==> src/rtl/toggle_event_receiver_pkg.sv <==
// Shared definitions for toggle-crossing event receivers.
// Holds the FSM encoding and the default parameter values.
package toggle_event_receiver_pkg;

    localparam logic ST_INIT = 1'b0;
    localparam logic ST_RUN  = 1'b1;

    localparam int DEF_SYNC_STAGES = 2;
    localparam int DEF_PEND_W      = 4;
    localparam int DEF_CNT_W       = 16;

    localparam int PEND_MAX = (1 << DEF_PEND_W) - 1;

    function automatic int pend_max(input int width);
        return (1 << width) - 1;
    endfunction

endpackage

==> src/rtl/toggle_sync.sv <==
// Asynchronous-reset flop chain that brings a toggle line into the local clock domain.
module toggle_sync
    import toggle_event_receiver_pkg::*;
#(
    parameter int SYNC_STAGES = DEF_SYNC_STAGES
) (
    input  logic clk,
    input  logic reset,
    input  logic d,
    output logic q
);

    logic [SYNC_STAGES-1:0] sync_q;

    always_ff @(posedge clk or negedge reset) begin
        if (!reset) begin
            sync_q <= '0;
        end else begin
            sync_q <= {sync_q[SYNC_STAGES-2:0], d};
        end
    end

    assign q = sync_q[SYNC_STAGES-1];

endmodule

==> src/rtl/toggle_event_receiver.sv <==
// Recovers events from a toggle line, queues them in a saturating counter and
// hands them out one at a time on a valid/ready interface.
module toggle_event_receiver
    import toggle_event_receiver_pkg::*;
#(
    parameter int SYNC_STAGES = DEF_SYNC_STAGES,
    parameter int PEND_W      = DEF_PEND_W,
    parameter int CNT_W       = DEF_CNT_W
) (
    input  logic              clk,
    input  logic              reset,
    input  logic              tog_in,
    input  logic              enable,
    output logic              evt_valid,
    input  logic              evt_ready,
    output logic [PEND_W-1:0] pending,
    output logic [CNT_W-1:0]  evt_count,
    output logic              overflow,
    input  logic              clr_ovf
);

    localparam logic [PEND_W-1:0] PEND_FULL = {PEND_W{1'b1}};
    localparam logic [2:0]        INIT_LAST = 3'(SYNC_STAGES);

    logic              sync_out;
    logic              state_q, state_d;
    logic [2:0]        init_cnt_q, init_cnt_d;
    logic              tog_prev_q;
    logic [PEND_W-1:0] pend_q, pend_d;
    logic              valid_q, valid_d;
    logic [CNT_W-1:0]  cnt_q, cnt_d;
    logic              ovf_q, ovf_d;
    logic              edge_det, inc, dec, full;

    toggle_sync #(
        .SYNC_STAGES (SYNC_STAGES)
    ) u_sync (
        .clk   (clk),
        .reset (reset),
        .d     (tog_in),
        .q     (sync_out)
    );

    // INIT lets the synchroniser settle so the level present at reset release becomes the reference.
    always_comb begin
        state_d    = state_q;
        init_cnt_d = init_cnt_q;
        pend_d     = pend_q;
        cnt_d      = cnt_q;
        ovf_d      = ovf_q;
        edge_det   = (state_q == ST_RUN) && (sync_out ^ tog_prev_q);
        inc        = edge_det & enable;
        dec        = valid_q & evt_ready;
        full       = (pend_q == PEND_FULL);

        if (state_q == ST_INIT) begin
            if (init_cnt_q == INIT_LAST) begin
                state_d = ST_RUN;
            end else begin
                init_cnt_d = init_cnt_q + 3'd1;
            end
        end

        if (inc && !dec) begin
            if (!full) begin
                pend_d = pend_q + PEND_W'(1);
            end
        end else if (dec && !inc) begin
            pend_d = pend_q - PEND_W'(1);
        end

        if (inc) begin
            cnt_d = cnt_q + CNT_W'(1);
        end

        // A fresh drop in the same cycle as the clear must stay visible.
        if (clr_ovf) begin
            ovf_d = 1'b0;
        end
        if (inc && !dec && full) begin
            ovf_d = 1'b1;
        end

        valid_d = (pend_d != '0);
    end

    always_ff @(posedge clk or negedge reset) begin
        if (!reset) begin
            state_q    <= ST_INIT;
            init_cnt_q <= '0;
            tog_prev_q <= 1'b0;
            pend_q     <= '0;
            valid_q    <= 1'b0;
            cnt_q      <= '0;
            ovf_q      <= 1'b0;
        end else begin
            state_q    <= state_d;
            init_cnt_q <= init_cnt_d;
            tog_prev_q <= sync_out;
            pend_q     <= pend_d;
            valid_q    <= valid_d;
            cnt_q      <= cnt_d;
            ovf_q      <= ovf_d;
        end
    end

    assign evt_valid = valid_q;
    assign pending   = pend_q;
    assign evt_count = cnt_q;
    assign overflow  = ovf_q;

endmodule

==> config.mk <==
export PLATFORM = sky130hd
export DESIGN_NAME = toggle_event_receiver
export DESIGN_NICKNAME = d
export VERILOG_FILES = /design/src/rtl/toggle_event_receiver_pkg.sv /design/src/rtl/toggle_sync.sv /design/src/rtl/toggle_event_receiver.sv
export SDC_FILE = /design/constraint.sdc
export NUM_CORES = 1
export LEC_CHECK = 0
export ABC_AREA = 1
export CORE_UTILIZATION = 25
export CTS_CLUSTER_DIAMETER = 100
export DETAILED_ROUTE_END_ITERATION = 8
export PLACE_DENSITY_LB_ADDON = 0.2
export SYNTH_ARGS = -nofsm -noshare
export SYNTH_HDL_FRONTEND = slang
export SYNTH_SLANG_ARGS = --single-unit
==> constraint.sdc <==
create_clock -name clk -period 2.1 [get_ports clk]
set_input_delay 0.525 -clock clk [delete_from_list [all_inputs] [get_ports clk]]
set_output_delay 0.525 -clock clk [all_outputs]
set_load 0.02 [all_outputs]
==> results_dict.tcl, run 1 <==
set metrics [dict create \
    synthCells 172 \
    die_x_um 79.2 \
    synth-xor-area-share_pct 9.98 \
    cts_hold_buf 0 \
    ys_warn_count 0 \
    cpPeakStageDelay_ns 0.65 \
    die_area_um2 6280 \
    synth_top_family_by_area "simple AND/OR/NAND/NOR gates" \
    stdcell_count 279 \
    path_cells "clkdlybuf4s50_1" \
    final.min_clock_period_ns 1.94 \
    yosys.area_share.simple_pct 27.1 \
    track_usage_pct 11.4 \
    rsz0062_at_grt "no" \
    ys_ff_latch 29 \
    outcome "finished, final reports clean" \
    drt-pass1-iter-count 4 \
    relSlewSlack_pct 73.5 \
    worstSkewPairLatency_ns 0.28 \
    max-clock-path-buffers 2 \
    most-common-layout-cells "nand2_1 (45), dfrtp_1 (29), clkdlybuf4s50_1 (27), inv_1 (23), nand3_1 (15)" \
    postRouteAntennaNets 0 \
    place.gp.congestion 0.814 \
    drive_gt1_share_pct 7.73 \
    setup_ws_ns 0.163 \
    regArea_um2 726 \
    p_leak_uw 0.000951 \
    drt_iter0_markers 84 \
    irDropWorstVdd_uv 399 \
    p_per_area_nw_per_um2 1000 \
    syn2layout_area_growth_pct 30.4 \
    placedCellCount 272 \
    hpwl_um 2180 \
    min_path_type "flip-flop to flip-flop" \
    synth_area_um2 1490 \
    final_nets 218 \
    syn_nets 183 \
    numCtsBuffers 5 \
    power_uw 1950 \
    htreeDepth 2 \
    pre_cts_slack_ns 0.0841 \
    max_freq_ghz 0.516 \
    multi_input_area_um2 659 \
    routedWlPerCell_um 10.7 \
    num_vias 1148 \
    critical_path_depth 1 \
    cts.sinks 29 \
    avgSynthCellArea_um2 8.67 \
    cp.arrival_ns 1.41 \
    root_buffer "clkbuf_8" \
    critPathMaxFanout 7 \
    muxShareOfSynthArea_pct 0 \
    mostFrequentLayoutCell "nand2_1" \
    cts_tree "yes" \
    tns_ns 0 \
    ys_types 22 \
    worstPathRequired_ns 1.57 \
    num-fill-cells 577 \
    io_pins 28 \
    critical-path-top-delay-family "buffers and inverters" \
    crit_type "flip-flop to output port" \
    post-route-period-util_pct 92.2 \
    maxCapViolCount 0 \
    start_util_pct 26.4 \
    yosys.area_share.adder_pct 4.19 \
    grt_pass1_vias 1131 \
    startpoint_type "flip-flop" \
    worstMarginPinSlew_ns 0.397 \
    grt_max_degree 30 \
    antenna_found_initial 0 \
    antenna_cells 0 \
    critPathBufInv 1 \
    skew_ns 0.00591 \
    clkTransAtPathRegs_ns 0.06 \
    dieHeight_um 79.2 \
    cts_setup_buffers 0 \
    synth-compound-area-share_pct 2.94 \
    finalHoldViolCount 0 \
    setup_viol 0 \
    slew_viol_final 0 \
    via_per_inst 4.11 \
    slowest_stage "clkdlybuf4s50_1" \
    r2r_cells 8 \
    port_buffers 27 \
    drc 0 \
    grt-ovfl-total 0 \
    drt-total-wl_um 3000 \
    cts_resized 0 \
    hold_depth 0 \
    worstSetupEndpointType "output port" \
    num_rows 27 \
    grt_pass1_wl_um 5440 \
    yosysSeqAreaShare_pct 48.7 \
    core_area_um2 5640 \
    final_util_pct 34.5 \
]
## where the power goes
group	switching, uW	internal [uW]	leakage [uW]
clock network	203	259	0.0000443
registers	131	658	0.000350
logic	384	318	0.000557
## cells in the mapped netlist
library cell   n  area share [%]
o22ai_1        1            0.42
nor3_4         1             1.1
buf_6          1            0.75
nor3_1         8             2.7
xor2_1        13             7.6
clkbuf_2       1            0.34
xnor2_1        4             2.3
nor2_4         1            0.75
nand3_2        2             1.3
nor3_2         1            0.67
nand3_1       15             5.0
nor2_1        10             2.5
o21ai_0        5             1.7
o21bai_1       1            0.50
inv_1         23             5.8
a21oi_1        1            0.34
inv_2          1            0.25
nand2_1       45              11
nand4_1        3             1.3
nand2_2        1            0.42
ha_1           5             4.2
dfrtp_1       29              49
## path summary, 6_finish.rpt
| path | from | end | slack (ns) |
|---|---|---|---|
| max | pending[2]$_DFF_PN0_ | pending[2] | 0.16 |
| min | u_sync.sync_q[0]$_DFF_PN0_ | u_sync.sync_q[1]$_DFF_PN0_ | 0.35 |
| max reg2reg | pending[0]$_DFF_PN0_ | evt_valid$_DFF_PN0_ | 0.61 |
| min reg2reg | u_sync.sync_q[0]$_DFF_PN0_ | u_sync.sync_q[1]$_DFF_PN0_ | 0.35 |
| max in group asynchronous | reset | evt_count[15]$_DFFE_PN0P_ | 1.20 |
| min in group asynchronous | reset | evt_count[4]$_DFFE_PN0P_ | 0.63 |
## cell type report
| type | count | area share, % |
|---|---|---|
| Clock buffer | 7 | 4.44 |
| Sequential cell | 29 | 37.3 |
| Multi-Input combinational cell | 117 | 33.9 |
| Timing Repair Buffer | 30 | 15.1 |
| Inverter | 24 | 4.63 |
| Tap cell | 72 | 4.63 |
## routing by layer
metal / share of wire (%) / vias up / wire (um) / GRT usage [%]
met4: 1.7 / 0 / 50 / 4.36
met1: 53 / 508 / 1580 / 16.0
li1: - / 611 / - / -
met3: 5.1 / 5 / 154 / 3.91
met5: 0 / - / 0 / 0
met2: 40 / 24 / 1210 / 16.0
## sequential cells by signal, indices dropped and copies added, names as in the netlist
name           count
evt_count         16
evt_valid          1
init_cnt_q         3
overflow           1
pending            4
state_q            1
tog_prev_q         1
u_sync.sync_q      2
## metrics by stage
stage	hold slack, ns	area [um2]
after floorplan	0.229	1490
after global placement	0.335	1860
after detailed placement	0.337	1860
after CTS	0.350	1940
after global routing	0.361	1940
final	0.353	1940
## cells by family after synthesis
logic type | after synthesis
XOR/XNOR | 17
AND/OR/NAND/NOR | 87
buffers and inverters | 26
adder cells (fa/ha/maj) | 5
AO/OA/AOI/OAI | 8
flip-flops | 29
Power figures use the tool's default switching activity.
==> run 2, diff against run 1 <==
--- a/config.mk
+++ b/config.mk
@@ -6,10 +6,12 @@
 export NUM_CORES = 1
 export LEC_CHECK = 0
 export ABC_AREA = 1
+export CAP_MARGIN = 20
 export CORE_UTILIZATION = 25
 export CTS_CLUSTER_DIAMETER = 100
 export DETAILED_ROUTE_END_ITERATION = 8
 export PLACE_DENSITY_LB_ADDON = 0.2
+export SKIP_CTS_REPAIR_TIMING = 1
 export SYNTH_ARGS = -nofsm -noshare
 export SYNTH_HDL_FRONTEND = slang
 export SYNTH_SLANG_ARGS = --single-unit
==> results of run 2 <==
The final DEF is identical to that of run 1; final timing and power are the same.
==> run 3, diff against run 2 <==
--- a/config.mk
+++ b/config.mk
@@ -12,6 +12,7 @@
 export DETAILED_ROUTE_END_ITERATION = 8
 export PLACE_DENSITY_LB_ADDON = 0.2
 export SKIP_CTS_REPAIR_TIMING = 1
+export SKIP_LAST_GASP = 1
 export SYNTH_ARGS = -nofsm -noshare
 export SYNTH_HDL_FRONTEND = slang
 export SYNTH_SLANG_ARGS = --single-unit
==> results of run 3 <==
The final DEF is identical to that of run 1; final timing and power are the same.
